### src/rtl/natalius_uart_port.sv
// natalius_uart_port: processor-port UART with a 4-deep TX FIFO and a
// single-byte RX holding register.
//    DATA   @ BASE_ADDR   : write pushes a TX byte, read pops the RX byte
//    STATUS @ BASE_ADDR+1 : {2'b00, tx_busy, tx_full, tx_empty,
//                            rx_frame_err, rx_overrun, rx_valid}
//                           write clears rx_overrun and rx_frame_err
module natalius_uart_port #(
   parameter logic [7:0] BASE_ADDR    = 8'h10,
   parameter int         CLKS_PER_BIT = 16
) (
   input  logic       clk,
   input  logic       rst,
   input  logic [7:0] port_addr,
   input  logic       read_e,
   input  logic       write_e,
   input  logic [7:0] din,
   output logic [7:0] dout,
   input  logic       rxd,
   output logic       txd
);

   localparam logic [7:0]  STATUS_ADDR = BASE_ADDR + 8'd1;
   localparam logic [15:0] BIT_LAST    = 16'(CLKS_PER_BIT - 1);
   localparam logic [15:0] HALF_LAST   = 16'(CLKS_PER_BIT / 2 - 1);

   typedef enum logic [1:0] {
      S_IDLE,
      S_START,
      S_DATA,
      S_STOP
   } uart_state_t;

   // ------------------------------------------------------------------
   // Port decode
   // ------------------------------------------------------------------
   logic data_wr;
   logic status_wr;
   logic data_rd;
   logic status_rd;

   assign data_wr   = write_e && (port_addr == BASE_ADDR);
   assign status_wr = write_e && (port_addr == STATUS_ADDR);
   assign data_rd   = read_e  && (port_addr == BASE_ADDR);
   assign status_rd = read_e  && (port_addr == STATUS_ADDR);

   // ------------------------------------------------------------------
   // TX FIFO: 4 entries, 2-bit wrapping pointers, 3-bit occupancy count
   // ------------------------------------------------------------------
   logic [7:0] fifo_mem [4];
   logic [1:0] wr_ptr;
   logic [1:0] rd_ptr;
   logic [2:0] fifo_cnt;
   logic       fifo_full;
   logic       fifo_empty;
   logic       fifo_push;
   logic       fifo_pop;

   assign fifo_full  = (fifo_cnt == 3'd4);
   assign fifo_empty = (fifo_cnt == 3'd0);
   assign fifo_push  = data_wr && !fifo_full;

   // Capture pushed bytes into the FIFO storage.
   // NOTE: storage is not reset; occupancy is tracked by fifo_cnt, so stale contents are never read.
   always_ff @(posedge clk) begin
      if (fifo_push) fifo_mem[wr_ptr] <= din;
   end

   // Advance pointers and occupancy; a simultaneous push and pop cancel out.
   // NOTE: sequential state uses non-blocking assignments so every flop samples pre-edge values.
   always_ff @(posedge clk or posedge rst) begin
      if (rst) begin
         wr_ptr   <= 2'd0;
         rd_ptr   <= 2'd0;
         fifo_cnt <= 3'd0;
      end else begin
         if (fifo_push) wr_ptr <= wr_ptr + 2'd1;
         if (fifo_pop)  rd_ptr <= rd_ptr + 2'd1;
         case ({fifo_push, fifo_pop})
            2'b10:   fifo_cnt <= fifo_cnt + 3'd1;
            2'b01:   fifo_cnt <= fifo_cnt - 3'd1;
            default: fifo_cnt <= fifo_cnt;
         endcase
      end
   end

   // ------------------------------------------------------------------
   // TX serialiser
   // ------------------------------------------------------------------
   uart_state_t tx_state;
   logic [15:0] tx_baud;
   logic [2:0]  tx_bit;
   logic [7:0]  tx_shift;
   logic        tx_bit_end;
   logic        tx_busy;

   assign tx_bit_end = (tx_baud == BIT_LAST);
   assign tx_busy    = (tx_state != S_IDLE);
   // A new frame is fetched from IDLE, or straight from the end of STOP so
   // queued bytes go out back-to-back with no idle bit between them.
   assign fifo_pop   = !fifo_empty &&
                       ((tx_state == S_IDLE) || ((tx_state == S_STOP) && tx_bit_end));

   // TX state machine; txd is a registered output so it cannot glitch.
   always_ff @(posedge clk or posedge rst) begin
      if (rst) begin
         tx_state <= S_IDLE;
         tx_baud  <= 16'd0;
         tx_bit   <= 3'd0;
         tx_shift <= 8'h00;
         txd      <= 1'b1;
      end else begin
         case (tx_state)
            S_IDLE: begin
               tx_baud <= 16'd0;
               tx_bit  <= 3'd0;
               if (fifo_pop) begin
                  tx_shift <= fifo_mem[rd_ptr];
                  txd      <= 1'b0;
                  tx_state <= S_START;
               end
            end
            S_START: begin
               if (tx_bit_end) begin
                  tx_baud  <= 16'd0;
                  tx_bit   <= 3'd0;
                  txd      <= tx_shift[0];
                  tx_state <= S_DATA;
               end else begin
                  tx_baud <= tx_baud + 16'd1;
               end
            end
            S_DATA: begin
               if (tx_bit_end) begin
                  tx_baud <= 16'd0;
                  if (tx_bit == 3'd7) begin
                     txd      <= 1'b1;
                     tx_state <= S_STOP;
                  end else begin
                     tx_bit   <= tx_bit + 3'd1;
                     tx_shift <= {1'b0, tx_shift[7:1]};
                     txd      <= tx_shift[1];
                  end
               end else begin
                  tx_baud <= tx_baud + 16'd1;
               end
            end
            S_STOP: begin
               if (tx_bit_end) begin
                  tx_baud <= 16'd0;
                  tx_bit  <= 3'd0;
                  if (fifo_pop) begin
                     tx_shift <= fifo_mem[rd_ptr];
                     txd      <= 1'b0;
                     tx_state <= S_START;
                  end else begin
                     tx_state <= S_IDLE;
                  end
               end else begin
                  tx_baud <= tx_baud + 16'd1;
               end
            end
            default: begin
               tx_state <= S_IDLE;
               txd      <= 1'b1;
            end
         endcase
      end
   end

   // ------------------------------------------------------------------
   // RX synchroniser and deserialiser
   // ------------------------------------------------------------------
   logic rx_meta;
   logic rx_sync;
   logic rx_last;

   // Two-flop synchroniser plus one history flop for falling-edge detection.
   always_ff @(posedge clk or posedge rst) begin
      if (rst) begin
         rx_meta <= 1'b1;
         rx_sync <= 1'b1;
         rx_last <= 1'b1;
      end else begin
         rx_meta <= rxd;
         rx_sync <= rx_meta;
         rx_last <= rx_sync;
      end
   end

   uart_state_t rx_state;
   logic [15:0] rx_baud;
   logic [2:0]  rx_bit;
   logic [7:0]  rx_shift;
   logic [7:0]  rx_hold;
   logic        rx_valid;
   logic        rx_overrun;
   logic        rx_frame_err;
   logic        rx_bit_end;
   logic        rx_half_end;

   assign rx_bit_end  = (rx_baud == BIT_LAST);
   assign rx_half_end = (rx_baud == HALF_LAST);

   // RX state machine with holding register and sticky status flags.
   // NOTE: processor clears are assigned first and frame-event sets later, so the last non-blocking write (the set) wins.
   always_ff @(posedge clk or posedge rst) begin
      if (rst) begin
         rx_state     <= S_IDLE;
         rx_baud      <= 16'd0;
         rx_bit       <= 3'd0;
         rx_shift     <= 8'h00;
         rx_hold      <= 8'h00;
         rx_valid     <= 1'b0;
         rx_overrun   <= 1'b0;
         rx_frame_err <= 1'b0;
      end else begin
         if (data_rd) rx_valid <= 1'b0;
         if (status_wr) begin
            rx_overrun   <= 1'b0;
            rx_frame_err <= 1'b0;
         end
         case (rx_state)
            S_IDLE: begin
               rx_baud <= 16'd0;
               rx_bit  <= 3'd0;
               if (rx_last && !rx_sync) rx_state <= S_START;
            end
            S_START: begin
               // Mid-start-bit check rejects pulses shorter than half a bit.
               if (rx_half_end) begin
                  rx_baud  <= 16'd0;
                  rx_state <= rx_sync ? S_IDLE : S_DATA;
               end else begin
                  rx_baud <= rx_baud + 16'd1;
               end
            end
            S_DATA: begin
               if (rx_bit_end) begin
                  rx_baud  <= 16'd0;
                  rx_shift <= {rx_sync, rx_shift[7:1]};
                  if (rx_bit == 3'd7) begin
                     rx_state <= S_STOP;
                  end else begin
                     rx_bit <= rx_bit + 3'd1;
                  end
               end else begin
                  rx_baud <= rx_baud + 16'd1;
               end
            end
            S_STOP: begin
               if (rx_bit_end) begin
                  rx_baud  <= 16'd0;
                  rx_bit   <= 3'd0;
                  rx_state <= S_IDLE;
                  if (rx_sync) begin
                     // A DATA read in this same cycle frees the holding register.
                     if (rx_valid && !data_rd) begin
                        rx_overrun <= 1'b1;
                     end else begin
                        rx_hold  <= rx_shift;
                        rx_valid <= 1'b1;
                     end
                  end else begin
                     rx_frame_err <= 1'b1;
                  end
               end else begin
                  rx_baud <= rx_baud + 16'd1;
               end
            end
            default: rx_state <= S_IDLE;
         endcase
      end
   end

   // ------------------------------------------------------------------
   // Read mux
   // ------------------------------------------------------------------
   logic [7:0] status;

   assign status = {2'b00, tx_busy, fifo_full, fifo_empty,
                    rx_frame_err, rx_overrun, rx_valid};

   // Combinational read data; zero whenever no register is being read.
   // NOTE: dout gets a default first so no path through this block infers a latch.
   always_comb begin
      dout = 8'h00;
      if (data_rd) begin
         dout = rx_hold;
      end else if (status_rd) begin
         dout = status;
      end
   end

endmodule

### config.mk
export PLATFORM = sky130hd
export DESIGN_NAME = natalius_uart_port
export DESIGN_NICKNAME = d
export VERILOG_FILES = /design/src/rtl/natalius_uart_port.sv
export SDC_FILE = /design/constraint.sdc
export NUM_CORES = 1
export LEC_CHECK = 0
export BUFFER_PORTS_ARGS = -buffer_cell sky130_fd_sc_hd__clkbuf_2
export CORE_UTILIZATION = 56
export DETAILED_ROUTE_END_ITERATION = 7
export GPL_TIMING_DRIVEN = 0
export PLACE_DENSITY = 0.74
export SYNTH_ARGS = -nofsm -noshare
export SYNTH_HDL_FRONTEND = slang
export SYNTH_SLANG_ARGS = --single-unit
### constraint.sdc
create_clock -name clk -period 2.7 [get_ports clk]
set_input_delay 0.135 -clock clk [delete_from_list [all_inputs] [get_ports clk]]
set_output_delay 0.135 -clock clk [all_outputs]
set_load 0.05 [all_outputs]
# After elaboration in Yosys (flattened, before gate mapping)
# Memories as Yosys holds them, arrays and structs flattened.
# Index checks and enable logic that the tools add are counted.
[word_totals]
mem_bits_rw = 32
in_bits = 21
regBits = 80
n_memories = 1
[mem_list]
columns = ["name", "words", "width", "read_ports", "rd_clocked_by_memory_dff", "write_ports", "line_no", "text"]
rows = [
  ["fifo_mem", 4, 8, 1, 0, 1, "49", "logic [7:0] fifo_mem [4];"],
]
[op_classes]
muxes = 57
n_reduce_logical = 32
eq_ne = 29
add_sub_neg = 8
bitwise_logic = 1
[ops]
columns = ["operator", "count"]
rows = [
  ["$mux W16", 3],
  ["$pmux W16 S3", 1],
  ["$mux W8", 5],
  ["$add A16 B1 Y16 const B", 2],
  ["$eq A16 B4 Y1 const B", 2],
  ["$pmux W16 S2", 1],
  ["$ne A2 B2 Y1 const B", 12],
  ["$pmux W8 S3", 1],
  ["$mux W1", 22],
  ["$mux W2", 11],
  ["$mux W3", 6],
  ["$pmux W3 S3", 2],
  ["$eq A16 B3 Y1 const B", 1],
  ["$eq A8 B5 Y1 const B", 2],
  ["$pmux W2 S4", 2],
  ["$reduce_and A4 Y1", 3],
  ["$eq A2 B2 Y1 const B", 5],
  ["$reduce_and A5 Y1", 2],
  ["$add A3 B1 Y3 const B", 3],
  ["$eq A3 B3 Y1 const B", 3],
  ["$logic_and A1 B1 Y1", 9],
  ["$eq A2 B1 Y1 const B", 3],
  ["$mux W6", 1],
  ["$pmux W3 S2", 1],
  ["15 further kinds", 24],
]

# Longest topological paths before layout
[depth]
depth_word = 8
mapped_depth = 11

# Worst setup path before layout
# No wires, ideal clock.
[synth_path]
path_type = "flip-flop to flip-flop"
from = "reg tx_baud[0]"
to = "reg fifo_cnt[2]"
slack_ns = 0.318
path_stages_with_launch = 12
required_ns = 2.621
setup_ns = 0.079
arrival_time_ns = 2.302
path_cell_list = "dfrtp_1 -> ha_1 -> and3_1 -> clkbuf_1 -> a41o_1 -> and2_1 -> ha_1 -> inv_1 -> fa_1 -> xor2_1 -> nor2_1 -> xor2_1"
[synth_via]
elab_chain_len = 6
[synth_rtl]
columns = ["item", "line_no", "text"]
rows = [
  ["from (decl)", "90", "logic [15:0] tx_baud;"],
  ["from (signal assigned)", "129", "tx_baud <= tx_baud + 16'd1;"],
  ["from (signal assigned)", "144", "tx_baud <= tx_baud + 16'd1;"],
  ["from (signal assigned)", "159", "tx_baud <= tx_baud + 16'd1;"],
  ["$eq A16 B4 Y1 (*)", "96", "assign tx_bit_end = (tx_baud == BIT_LAST);"],
  ["$logic_and A1 B1 Y1 (*)", "101", "((tx_state == S_IDLE) || ((tx_state == S_STOP) && tx_bit_end));"],
  ["$logic_or A1 B1 Y1 (*)", "101", ""],
  ["$logic_and A1 B1 Y1 (*)", "100", "assign fifo_pop = !fifo_empty &&"],
  ["$eq A2 B1 Y1 / $eq A2 B2 Y1 (equally long branches)", "78", "case ({fifo_push, fifo_pop})"],
  ["$pmux W3 S2 / $reduce_bool A2 Y1 (equally long branches)", "n/a", ""],
  ["to (signal assigned)", "79", "2'b10: fifo_cnt <= fifo_cnt + 3'd1;"],
  ["to (signal assigned)", "80", "2'b01: fifo_cnt <= fifo_cnt - 3'd1;"],
  ["to (signal assigned)", "81", "default: fifo_cnt <= fifo_cnt;"],
  ["to (decl)", "52", "logic [2:0] fifo_cnt;"],
]
# Every way passes the cells marked *; elsewhere a longest branch is shown, timed or not.
# A chain may end at the register's enable or synchronous reset.

# Final worst setup path
[layout_path]
from = "reg tx_baud[5]"
to = "reg fifo_cnt[2]"
# The elaborated chain is that of the path after synthesis.

==> results.tsv <==
stage	metric	value	unit
run_status	status	complete, no violations	
final_layout	share of post-route cells with drive strength above 1	21.5	%
yosys	synthesized area per cell	12.2	µm²
sta	final worst slack	0.186	ns
global_route	first-pass GRT wire length	16600	µm
sta	Worst Max-Slew Pin Slew	0.632	ns
yosys	Synthesized Nets	475	
yosys	Compound-Gate Fraction of Synth Area	6.74	%
floorplan	die span in x	99.7	µm
cts	CTS Buffer Depth	2	
yosys	#FFs+latches synth	112	
final_layout	Final Core Density	65.5	%
worst_setup_path	CP Max Fanout	8	
yosys	largest cells by area after synthesis	dfrtp_1 36%, edfxtp_1 18%, mux2_2 3.8%	
power_and_ir_drop	Pwr Density	728	mW/mm²
power_and_ir_drop	Flop pwr share	46.7	%
global_route	initial antenna violation count	0	
cts	Root Driver	clkbuf_8	
placement	DP HPWL	6720	µm
sta	clock skew	0.0225	ns
cts	clk_lat worst skew	0.38	ns
floorplan	row cnt	35	
worst_setup_path	r2r setup slk	0.19	ns
yosys	Synth Warn #	0	
placement	dpl cells	596	
final_layout	Post-Layout Cell Count	622	
placement	Final Wtd Congestion	0.793	
route	1st-iter DRT viols	107	
yosys	XOR/XNOR Fraction of Synth Area	5.07	%
final_layout	Filler cells	689	
route	DRT Pass-1 Iters	4	
global_route	largest net degree at the start of global routing	42	
floorplan	starting density of the core	57.9	%
placement	Port Buffers	29	
sta	fin crit share	93.1	%
sta	Peak Freq	398	MHz
run	Max-cap violations	0	
yosys	register area share after synthesis	55.5	%
floorplan	CORE AREA	0.00924	mm²
yosys	largest family of logic cells by synthesized area	simple AND/OR/NAND/NOR gates	
cts	Clock H-tree levels	3	
power_and_ir_drop	Net Switching	1540	µW
cts	TritonCTS Sinks	112	
power_and_ir_drop	maximum vdd drop	0.545	mV
yosys	synthesized instance count	437	
worst_setup_path	Worst setup SP type	register	
final_layout	Layout area overhead	13.1	%
yosys	largest area contributor in the netlist	dfrtp_1	
yosys	Distinct cells, synth	55	
yosys	post-synthesis mux area share	9.40	%
route	WL final	9750	µm
global_route	Total Routing Usage GR	21.4	%
cts	clk slew on worst S/H paths	0.11	ns
floorplan	die height	99.7	µm
route	via count	3484	
power_and_ir_drop	P_int	2870	µW
global_route	vias in the first global route	3454	
worst_setup_path	reg2reg path depth	9	
route	drt drc	0	
power_and_ir_drop	leakage power	0.00251	µW
route	via-per-instance ratio	5.60	
yosys	Synth top area share	35.5	%
route	per-cell routed wire length	15.7	µm
sta	Pins Over Slew Limit	0	
placement	pre-CTS setup slack	-0.0717	ns
sta	final setup fails	0	
cts	CTS tree	yes	
cts	clock buffer count from CTS	9	
worst_setup_path	reg-to-reg startpoint	tx_baud[5]$_DFF_PP0_	
yosys	ys flop type	dfrtp_1	
worst_setup_path	Crit. Startpoint	tx_baud[5]$_DFF_PP0_	
power_and_ir_drop	Comb power frac	29.2	%
sta	Max transition margin	57.7	%
sta	final critical-path required period	2.51	ns
worst_setup_path	reg2reg end	fifo_cnt[2]$_DFFE_PP0P_	
final_layout	antenna fix cells	0	
worst_setup_path	critical path arrival	2.81	ns
hold_path	worst hold path class	in -> reg	
global_route	GRT Residual Overflow	0	
yosys	number of flops mapped to enable cells by yosys	32	
sta	Final Hold Fails	0	
power_and_ir_drop	clock share of power	24.1	%
floorplan	die area	0.00995	mm²
final_layout	Nets	526	
yosys	fraction of registers with async set/reset	71.4	%
sta	worst hold margin	0.114	ns
yosys	Synth Area in Simple Gates	17.1	%
worst_setup_path	Critical Path End	fifo_cnt[2]$_DFFE_PP0P_	
yosys	synthesized cell area	0.00535	mm²
worst_setup_path	crit path capture type	register	
hold_path	Worst Hold Launch	write_e	
worst_setup_path	CP required	3.00	ns
route	Antenna Nets Post-Route	0	
yosys	post-synthesis adder-cell area fraction	4.12	%
worst_setup_path	CP Class	reg -> reg	
floorplan	I/O pin cnt	30	
power_and_ir_drop	Switching Fraction	35.0	%
==> how the worst min path moves through the flow <==
stage | endpoint | slack, ns | cells after the start
3_3_place_gp | rx_meta$_DFF_PP1_ | 0.22 | 1
3_5_place_dp | tx_shift[5]$_DFFE_PP0P_ | 0.20 | 2
5_1_grt | rx_overrun$_DFF_PP0_ | 0.12 | 4
6_report | rx_overrun$_DFF_PP0_ | 0.11 | 4
4_1_cts | rx_overrun$_DFF_PP0_ | 0.09 | 4
2_1_floorplan | rx_meta$_DFF_PP1_ | 0.14 | 0
==> synth_stat cells, types with 6 or more instances <==
library cell   n
o21ai_0       10
xnor2_1       21
nand4_1       12
nand2_1       41
a21oi_1        8
dfrtp_1       76
xor2_1        10
nand3_1       18
ha_1          16
and2_1         7
inv_1         17
mux2_4         8
edfxtp_1      32
and4_1         6
and3_1         7
nor2_1        33
nor3_1        10
mux2_2        18
a22o_1         6
mux4_2         8
nor4_1         9
clkbuf_1       9
==> flip-flops by register name, indices dropped and copies added, names as in the netlist, 3 cells and up, named ones only <==
register and cells:
fifo_cnt 3, fifo_mem 32, rx_baud 16, rx_bit 3, rx_hold 8, rx_shift 8, tx_baud 16, tx_bit 3
tx_shift 8
==> layout make-up <==
type	instances	area [µm²]	share of cell area, %
Timing Repair Buffer	41	273	4.51
Clock inverter	7	93.8	1.55
Tap cell	129	161	2.67
Clock buffer	9	124	2.05
Inverter	18	70.1	1.16
Multi-Input combinational cell	296	2320	38.4
Buffer	10	40.0	0.662
Sequential cell	112	2970	49.0
==> metal layers <==
metal	routed length, µm	share of wire, %	vias up	GRT usage, %
met5	0	0	-	0
met4	78	0.80	0	5.88
met3	193	2.0	7	3.87
met2	4920	50	36	36.0
met1	4560	47	1754	28.6
li1	-	-	1687	-
==> cells in the final DEF, fill, tap and decap left out, types with 6 or more instances in the layout <==
cell type	instances
dlygate4sd3_1	10
nand4_1	12
inv_1	16
nor3_1	10
mux4_2	8
and4_1	6
dfrtp_1	76
a21oi_1	8
clkbuf_1	8
mux2_4	8
nand2_1	41
and3_1	6
xor2_1	10
nor4_1	6
clkbuf_8	9
xnor2_1	21
nand3_1	18
clkbuf_2	29
nor2_1	33
mux2_2	18
ha_1	15
o21ai_0	10
edfxtp_1	32
a22o_1	6
and2_1	7
==> worst max-delay path: stages (launching register included) <==
cell and delay, ns:
dfrtp_1 0.45, nor4_2 0.42, a41o_4 0.34, and2_1 0.18, ha_1 0.18, inv_1 0.06
fa_1 0.37, xor2_1 0.15, nor2_1 0.14, xor2_1 0.16
==> metrics by stage <==
step           TNS, ns  power (µW)  instance area, µm²
3_3_place_gp    -34.60        3290                5660
6_report             0        4410                6050
2_1_floorplan        0        3040                5350
3_5_place_dp   -0.0717        3350                5680
5_1_grt        -0.0136        4680                6050
4_1_cts              0        4420                6000
==> power by group through the flow <==
stage,Clock (µW),Combinational [µW],Sequential (µW)
3_5_place_dp,0,1250,2100
4_1_cts,1080,1270,2060
6_report,1060,1290,2060
3_3_place_gp,0,1200,2090
5_1_grt,1140,1450,2090
2_1_floorplan,0,957,2080
==> cells by family (layout without fill, tap and decap cells) <==
logic type                 after synthesis  in the layout
AOI/OAI and AO/OA                       47             47
xor gates and xnor gates                31             31
adders and majority gates               17             17
buffers and inverters                   29             85
DFF                                    112            112
muxes                                   34             34
and+or+nand+nor                        167            167
==> repair_timing <==
action | 4_1_cts | 5_1_grt
cloned | 0 | 0
setup endpoints to repair | 1 | 1
hold buffers | 10 | 0
hold endpoints to repair | 69 | 0
buffers inserted | 0 | 1
resized for setup | 1 | 8
(Power assumes the default switching activity.)
